--- src/rtl/counter_pkg.sv ---
// Shared encodings for param_counter: count modes and ONESHOT FSM states.
package counter_pkg;

   // Mode bus encoding; 2'b11 is reserved and behaves as WRAP.
   typedef enum logic [1:0] {
      MODE_WRAP     = 2'b00,
      MODE_SATURATE = 2'b01,
      MODE_ONESHOT  = 2'b10,
      MODE_WRAP_ALT = 2'b11
   } mode_e;

   // ONESHOT run sequencing.
   typedef enum logic [1:0] {
      ST_IDLE = 2'b00,
      ST_RUN  = 2'b01,
      ST_DONE = 2'b10
   } state_e;

   // True when the raw mode bus selects a ONESHOT run.
   function automatic logic is_oneshot(input logic [1:0] m);
      return (m == MODE_ONESHOT);
   endfunction

endpackage

--- src/rtl/count_prescaler.sv ---
// Enable prescaler for param_counter: emits one tick per PRESCALE en-high
// cycles. Only instantiated when PARAM_COUNTER_PRESCALE_EN is defined.
module count_prescaler #(
   parameter int PRESCALE = 4
) (
   input  logic clk,
   input  logic reset,
   input  logic clr,
   input  logic en,
   output logic tick
);

   // PRESCALE=1 still needs a one-bit counter; it simply never leaves zero.
   localparam int            CW   = (PRESCALE > 1) ? $clog2(PRESCALE) : 1;
   localparam logic [CW-1:0] LAST = CW'(PRESCALE - 1);

   logic [CW-1:0] r_cnt;
   logic          w_last;

   assign w_last = (r_cnt == LAST);
   assign tick   = en && w_last;

   // Count en-high cycles, rolling over on the tick cycle.
   always_ff @(posedge clk) begin
      if (reset || clr) begin
         r_cnt <= '0;
      end else if (en) begin
         if (w_last) r_cnt <= '0;
         else        r_cnt <= r_cnt + CW'(1);
      end
   end

endmodule

--- src/rtl/param_counter.sv ---
// Parameterized up/down counter with WRAP, SATURATE and ONESHOT modes,
// parallel load and a registered terminal-count pulse.
// Optional feature macro: PARAM_COUNTER_PRESCALE_EN -- when defined, count
// steps are taken once per PRESCALE en-high cycles instead of on every en.
module param_counter
   import counter_pkg::*;
#(
   parameter int WIDTH    = 8,
   parameter int PRESCALE = 4
) (
   input  logic             clk,
   input  logic             reset,
   input  logic             en,
   input  logic             ld,
   input  logic [WIDTH-1:0] ld_value,
   input  logic             up,
   input  logic [WIDTH-1:0] limit,
   input  logic [1:0]       mode,
   input  logic             start,
   output logic [WIDTH-1:0] dout,
   output logic             tc,
   output logic             busy
);

   // Reject illegal configurations at elaboration.
   if (WIDTH < 2 || WIDTH > 32 || PRESCALE < 1 || PRESCALE > 256) begin : g_bad_param
      $error("param_counter: WIDTH must be 2..32 and PRESCALE 1..256");
   end

   logic [WIDTH-1:0] r_dout;
   logic             r_tc;
   state_e           r_state;

   logic             w_tick;
   logic             w_oneshot;
   logic             w_start_ok;
   logic [WIDTH-1:0] w_inc;
   logic [WIDTH-1:0] w_dec;
   logic             w_at_top;
   logic             w_at_zero;
   logic [WIDTH-1:0] w_step_val;
   logic             w_step_term;

`ifdef PARAM_COUNTER_PRESCALE_EN
   // ld and start restart the prescale window so the first step after them
   // is a full PRESCALE en-cycles away.
   count_prescaler #(
      .PRESCALE (PRESCALE)
   ) u_prescaler (
      .clk   (clk),
      .reset (reset),
      .clr   (ld | start),
      .en    (en),
      .tick  (w_tick)
   );
`else
   assign w_tick = en;
`endif

   assign w_oneshot  = is_oneshot(mode);
   assign w_start_ok = start && w_oneshot && (r_state != ST_RUN);
   assign w_inc      = r_dout + WIDTH'(1);
   assign w_dec      = r_dout - WIDTH'(1);
   assign w_at_top   = (r_dout >= limit);
   assign w_at_zero  = (r_dout == '0);

   // Next count value and terminal flag for a step in the current mode.
   // A held (already saturated) step is not terminal; a ONESHOT step that
   // starts at or beyond its bound is terminal so the run always ends.
   always_comb begin
      w_step_val  = r_dout;
      w_step_term = 1'b0;
      case (mode)
         MODE_SATURATE: begin
            if (up) begin
               if (w_at_top) begin
                  w_step_val = limit;
               end else begin
                  w_step_val  = w_inc;
                  w_step_term = (w_inc == limit);
               end
            end else if (!w_at_zero) begin
               w_step_val  = w_dec;
               w_step_term = (w_dec == '0);
            end
         end
         MODE_ONESHOT: begin
            if (up) begin
               if (w_at_top) begin
                  w_step_val  = limit;
                  w_step_term = 1'b1;
               end else begin
                  w_step_val  = w_inc;
                  w_step_term = (w_inc == limit);
               end
            end else begin
               if (w_at_zero) begin
                  w_step_term = 1'b1;
               end else begin
                  w_step_val  = w_dec;
                  w_step_term = (w_dec == '0);
               end
            end
         end
         default: begin
            // WRAP and the reserved encoding.
            if (up) begin
               if (w_at_top) begin
                  w_step_val  = '0;
                  w_step_term = 1'b1;
               end else begin
                  w_step_val = w_inc;
               end
            end else begin
               if (w_at_zero) begin
                  w_step_val  = limit;
                  w_step_term = 1'b1;
               end else begin
                  w_step_val = w_dec;
               end
            end
         end
      endcase
   end

   // Counter and ONESHOT FSM: reset > ld > start > step. tc is cleared every
   // cycle and only set by a terminal step, making it a one-cycle pulse.
   always_ff @(posedge clk) begin
      if (reset) begin
         r_dout  <= '0;
         r_tc    <= 1'b0;
         r_state <= ST_IDLE;
      end else begin
         r_tc <= 1'b0;
         if (ld) begin
            r_dout <= ld_value;
         end else if (w_start_ok) begin
            r_state <= ST_RUN;
            r_dout  <= up ? '0 : limit;
         end else if (w_tick) begin
            if (w_oneshot) begin
               if (r_state == ST_RUN) begin
                  r_dout <= w_step_val;
                  if (w_step_term) begin
                     r_state <= ST_DONE;
                     r_tc    <= 1'b1;
                  end
               end
            end else begin
               r_dout <= w_step_val;
               r_tc   <= w_step_term;
            end
         end
         // Leaving ONESHOT abandons any run regardless of other strobes.
         if (!w_oneshot) r_state <= ST_IDLE;
      end
   end

   assign dout = r_dout;
   assign tc   = r_tc;
   assign busy = (r_state == ST_RUN);

endmodule

--- config.mk ---
export PLATFORM = sky130hd
export DESIGN_NAME = param_counter
export DESIGN_NICKNAME = d
export VERILOG_FILES = /design/src/rtl/counter_pkg.sv /design/src/rtl/count_prescaler.sv /design/src/rtl/param_counter.sv
export SDC_FILE = /design/constraint.sdc
export NUM_CORES = 1
export LEC_CHECK = 0
export CAP_MARGIN = 40
export CORE_MARGIN = 4
export CORE_UTILIZATION = 56
export DETAILED_ROUTE_END_ITERATION = 8
export PLACE_DENSITY = 0.87
export SETUP_SLACK_MARGIN = 0.4
export SLEW_MARGIN = 5
export SYNTH_ARGS = -nofsm -noshare
export SYNTH_HDL_FRONTEND = slang
export SYNTH_SLANG_ARGS = --single-unit
--- constraint.sdc ---
create_clock -name clk -period 6 [get_ports clk]
set_input_delay 1.2 -clock clk [delete_from_list [all_inputs] [get_ports clk]]
set_output_delay 1.2 -clock clk [all_outputs]
set_load 0.05 [all_outputs]
# Word-level counts from Yosys, hierarchy flattened
# Cells that the tools add are included.
classes:
  add_sub_neg: 2
  reduce_logical: 13
  muxes: 30
  n_eq_ne: 6
  order_cmp: 1
  bitwise: 3
op_table:
  columns: ["op", "count"]
  rows:
  - ["2-to-1 mux 8 bit", 13]
  - ["zero test 8 bit", 2]
  - ["2-to-1 mux 1 bit", 12]
  - ["adder 8 x 1 -> 8 bit (second input constant)", 1]
  - ["== test 8 bit", 1]
  - [">= comparator 8 bit", 1]
  - ["2-to-1 mux 2 bit", 4]
  - ["subtractor 8 x 1 -> 8 bit (second input constant)", 1]
  - ["nonzero test 2 bit", 3]
  - ["== test 2 x 1 -> 1 bit (second input constant)", 2]
  - ["!= test 4 x 3 -> 1 bit (second input constant)", 1]
  - ["AND reduction 4 bit", 1]
  - ["OR reduction 2 bit", 2]
  - ["OR reduction 4 bit", 1]
  - ["NOT 1 bit", 3]
  - ["nonzero test 3 bit", 1]
  - ["== test 2 bit (second input constant)", 1]
  - ["logical AND 1 bit", 2]
  - ["!= test 2 x 1 -> 1 bit (second input constant)", 1]
  - ["one-hot mux 1 bit (2 select lines)", 1]
  - ["AND reduction 2 bit", 1]
totals:
  output_inout_bits: 10
  regBits: 11

# Depth between registers and ports, before layout
depth:
  ltp_word: 9
  mapped_depth: 11
  ltp_nobuf: 9

# Worst setup path after synthesis
# Ideal clock, no wire load.
synth_timing:
  path_type: "input -> register"
  start: "input limit[0]"
  end: "register r_dout[2], in the netlist dout[2]"
  setup_ps: 92
  cell_stages: 8
  path_slack_ps: 2833
  path_buffers: 0
  arrival_ps: 3075
  required_ps: 5908
  cell_sequence: "ha_1 nand2b_1 a2111oi_0 o21a_1 nor2_1 or3_1 and4_1 nor4_1"
synth_via:
  elab_chain_cells: 9
synth_lines:
  columns: ["item", "line", "source"]
  rows:
  - ["from (decl)", "param_counter.sv:17", "input logic [WIDTH-1:0] limit,"]
  - [">= comparator 8 bit (*)", "param_counter.sv:64", "assign w_at_top = (r_dout >= limit);"]
  - ["2-to-1 mux 8 bit, on equally long branches", "param_counter.sv:108, param_counter.sv:76, param_counter.sv:89", null]
  - ["2-to-1 mux 8 bit, on equally long branches", "param_counter.sv:107, param_counter.sv:75", null]
  - ["2-to-1 mux 8 bit (*)", null, null]
  - ["2-to-1 mux 8 bit", "param_counter.sv:142", "if (r_state == ST_RUN) begin"]
  - ["2-to-1 mux 8 bit (*)", "param_counter.sv:141", "if (w_oneshot) begin"]
  - ["2-to-1 mux 8 bit (*)", "param_counter.sv:140", "end else if (w_tick) begin"]
  - ["2-to-1 mux 8 bit (*)", "param_counter.sv:137", "end else if (w_start_ok) begin"]
  - ["2-to-1 mux 8 bit (*)", "param_counter.sv:135", "if (ld) begin"]
  - ["to (signal assigned)", "param_counter.sv:136", "r_dout <= ld_value;"]
  - ["to (signal assigned)", "param_counter.sv:139", "r_dout <= up ? '0 : limit;"]
  - ["to (signal assigned)", "param_counter.sv:143", "r_dout <= w_step_val;"]
  - ["to (decl)", "param_counter.sv:30", "logic [WIDTH-1:0] r_dout;"]
# Mark *: on every way between the ends. The rest lies on a longest branch, timed or not. The select of a mux whose other input is x is not followed.
# A chain may end at the register's enable or synchronous reset.

# Worst setup path after layout
layout_timing:
  start: "input limit[6]"
  end: "register r_dout[2], in the netlist dout[2]"
# Same word-level chain as after synthesis.

==> results.md <==
- Status: finished, final reports clean
- Multi-input gate area in the final layout: 0.00131 mm²
- Wire per inst: 17.8 µm
- Max frequency: 256 MHz
- Vias in the first global route: 1759
- Final Cell Area: 0.00199 mm²
- Iteration-0 DRC Markers: 220
- Dominant cell type by area after synthesis: dfxtp_1
- Critical-path cell list: clkdlybuf4s50_1 > inv_1 > ha_1 > a2111oi_0 > o21a_1 > nor2_1 > or3_1 > and4_1 > nor4_1
- WP depth: 9
- Fin. max-slew vios: 0
- Routed WL: 5.24 mm
- Lkg Pwr: 0.760 nW
- Setup Buffers After CTS: 0
- Reg2Reg Depth: 9
- Initial antenna violation count: 0
- Clock Skew: 0.00861 ns
- Clock Latency Late Sink: 0.30 ns
- Row cnt: 19
- DP Area: 0.00196 mm²
- CTS Buf Count: 3
- Post-route ant nets: 0
- Die H: 62.5 µm
- CP max stage delay: 0.63 ns
- Required @ worst endpoint: 6.21 ns
- Fin. Hold Viols: 0
- Post-DP HPWL: 3.77 mm
- Main synth FF type: dfxtp_1
- PD cells: 178 mW/mm²
- Post-synth top cells: 28 x nor2_1, 21 x a21oi_1, 18 x o21ai_0, 15 x inv_1
- CTS root buf: clkbuf_4
- Worst-margin pin slew: 0.747 ns
- Syn-to-layout area delta: 19.8%
- Slowest cell on crit path: a2111oi_0
- Synth Register Bits: 11
- Final min period: 3.90 ns
- H-tree levels: 1
- TNS Setup: 0 ns
- Mapped cell area: 0.00166 mm²
- Fill cells: 253
- RSZ-0062 raised after global routing: no
- Core area: 0.00281 mm²
- Final setup violation count: 0
- Clock sink count: 11
- Max_slew headroom: 50.1%
- Hold buffers post-CTS: 0
- # diodes: 0
- Final core occ: 70.9%
- Seq/Total Area, Yosys: 13.3%
- Distinct cell type count of the synthesized netlist: 55
- CP max FO: 7
- Die area: 0.00390 mm²
- CP delay by family, top: simple AND/OR/NAND/NOR gates
- CTS-repair resized insts: 0
- Synth Net Count: 280
- Hold Path Class: flop to flop
- Clock transition at path regs: 0.10 ns
- Most common cell in the netlist: nor2_1
- Final nets: 302
- Top cells by area, synth: dfxtp_1 13%, ha_1 11%, a21oi_1 6.3%, nor2_1 6.3%, o21ai_0 5.4%
- PortBufs: 33
- Register area: 220 µm²
- CTS tree: yes
- Fraction of synthesis flops using an asynchronous set or reset pin: 0%
- Clk buf depth: 2
- Total grt overflow: 0
- Max Cap Violations: 0
- Synth top area share: 13.3%
- Peak supply drop: 125 µV
- WHS Path Cells: 1
- GRT Overall Usage: 26.3%
- # IOs: 34
- Crit end category: flop
- Part of the cycle the worst path needs: 65.1%
- Initial Util: 59.2%
- Share of layout cells above drive strength 1: 4.18%
- Vias/cell: 6.80
- First-pass GRT wire length: 8.43 mm
- DRC: 0
- Crit path DAT: 4.11 ns
- Reg2Reg Setup Slack: 2.82 ns
- Via count: 1998
- Overall die width: 62.5 µm
- Placer Congestion: 0.982
- Warnings from Yosys: 0
- Drt pass-1 iters: 5
- Post-synth EDFFs: 0
- Gate Count Post-Synth: 242
- Pin count of the biggest net entering global routing: 22
- CP Class: input port to flop
- CP Launch Type: input port
- Syn_area_per_cell: 6.86 µm²
- WP buf/inv: 2
-- area by class of cell --
class | instances | area share (%)
clock buffers | 3 | 1.13
clock inverters | 1 | 0.252
inverters | 16 | 3.02
multi-input cells | 199 | 66.0
flip-flops and latches | 11 | 11.1
well taps | 31 | 1.95
repair buffers | 33 | 16.6
-- stage by stage --
step	setup WS [ns]	hold slack (ns)	cells	power, W
3_3_place_gp	1.92	0.501	290	0.000287
2_1_floorplan	2.83	0.477	242	0.000230
4_1_cts	2.18	0.529	294	0.000347
5_1_grt	1.96	0.562	294	0.000371
3_5_place_dp	1.90	0.507	290	0.000288
6_report	2.10	0.525	294	0.000355
-- worst paths after layout --
kind              startpoint          to
hold / removal    r_state[1]  r_state[1]
setup reg to reg     dout[0]     dout[2]
hold reg to reg   r_state[1]  r_state[1]
setup / recovery    limit[6]     dout[2]
-- registers in the layout (all words and copies together) (netlist names) --
| register | flops |
|---|---|
| r_state | 2 |
| dout | 8 |
| tc | 1 |
-- layer usage --
layer / vias up / track usage [%] / wire length, µm
li1: 943 / - / -
met1: 888 / 36.4 / 2220
met2: 149 / 40.1 / 2230
met3: 18 / 3.96 / 649
met4: 0 / 11.3 / 133
met5: - / 0 / 0
-- cells by family (layout without fill, tap and decap cells) --
kind of cell	Yosys count	in the layout	share of synthesized area [%]
AOI/OAI and AO/OA	82	82	33.2
xor gates and xnor gates	14	14	7.39
adders and majority gates	14	14	10.6
buffers and inverters	32	53	7.69
DFF	11	11	13.3
muxes	2	2	1.21
and+or+nand+nor	87	87	26.7
-- worst register-to-register path, stage by stage (launching register included) --
cell       delay (ns)
dfxtp_1          0.64
inv_1            0.22
ha_1             0.34
nand2b_1         0.14
a2111oi_0        0.43
o21a_1           0.32
nor2_1           0.18
or3_1            0.39
and4_1           0.18
nor4_1           0.23
-- layout by cell type (no fill, tap or decap), types with 5 or more instances in the layout --
master	count
a2111oi_0	5
a21oi_1	21
clkdlybuf4s50_1	33
dfxtp_1	11
ha_1	14
inv_1	15
nand2_1	14
nand3_1	10
nor2_1	28
nor4_1	7
o21a_1	5
o21ai_0	18
xnor2_1	6
xor2_1	8
-- power by group --
| group | internal, W | total, W | switching, W |
|---|---|---|---|
| Combinational | 0.0000807 | 0.000194 | 0.000114 |
| Sequential | 0.0000786 | 0.000100 | 0.0000213 |
| Clock | 0.0000249 | 0.0000603 | 0.0000354 |
(Power assumes the default switching activity.)
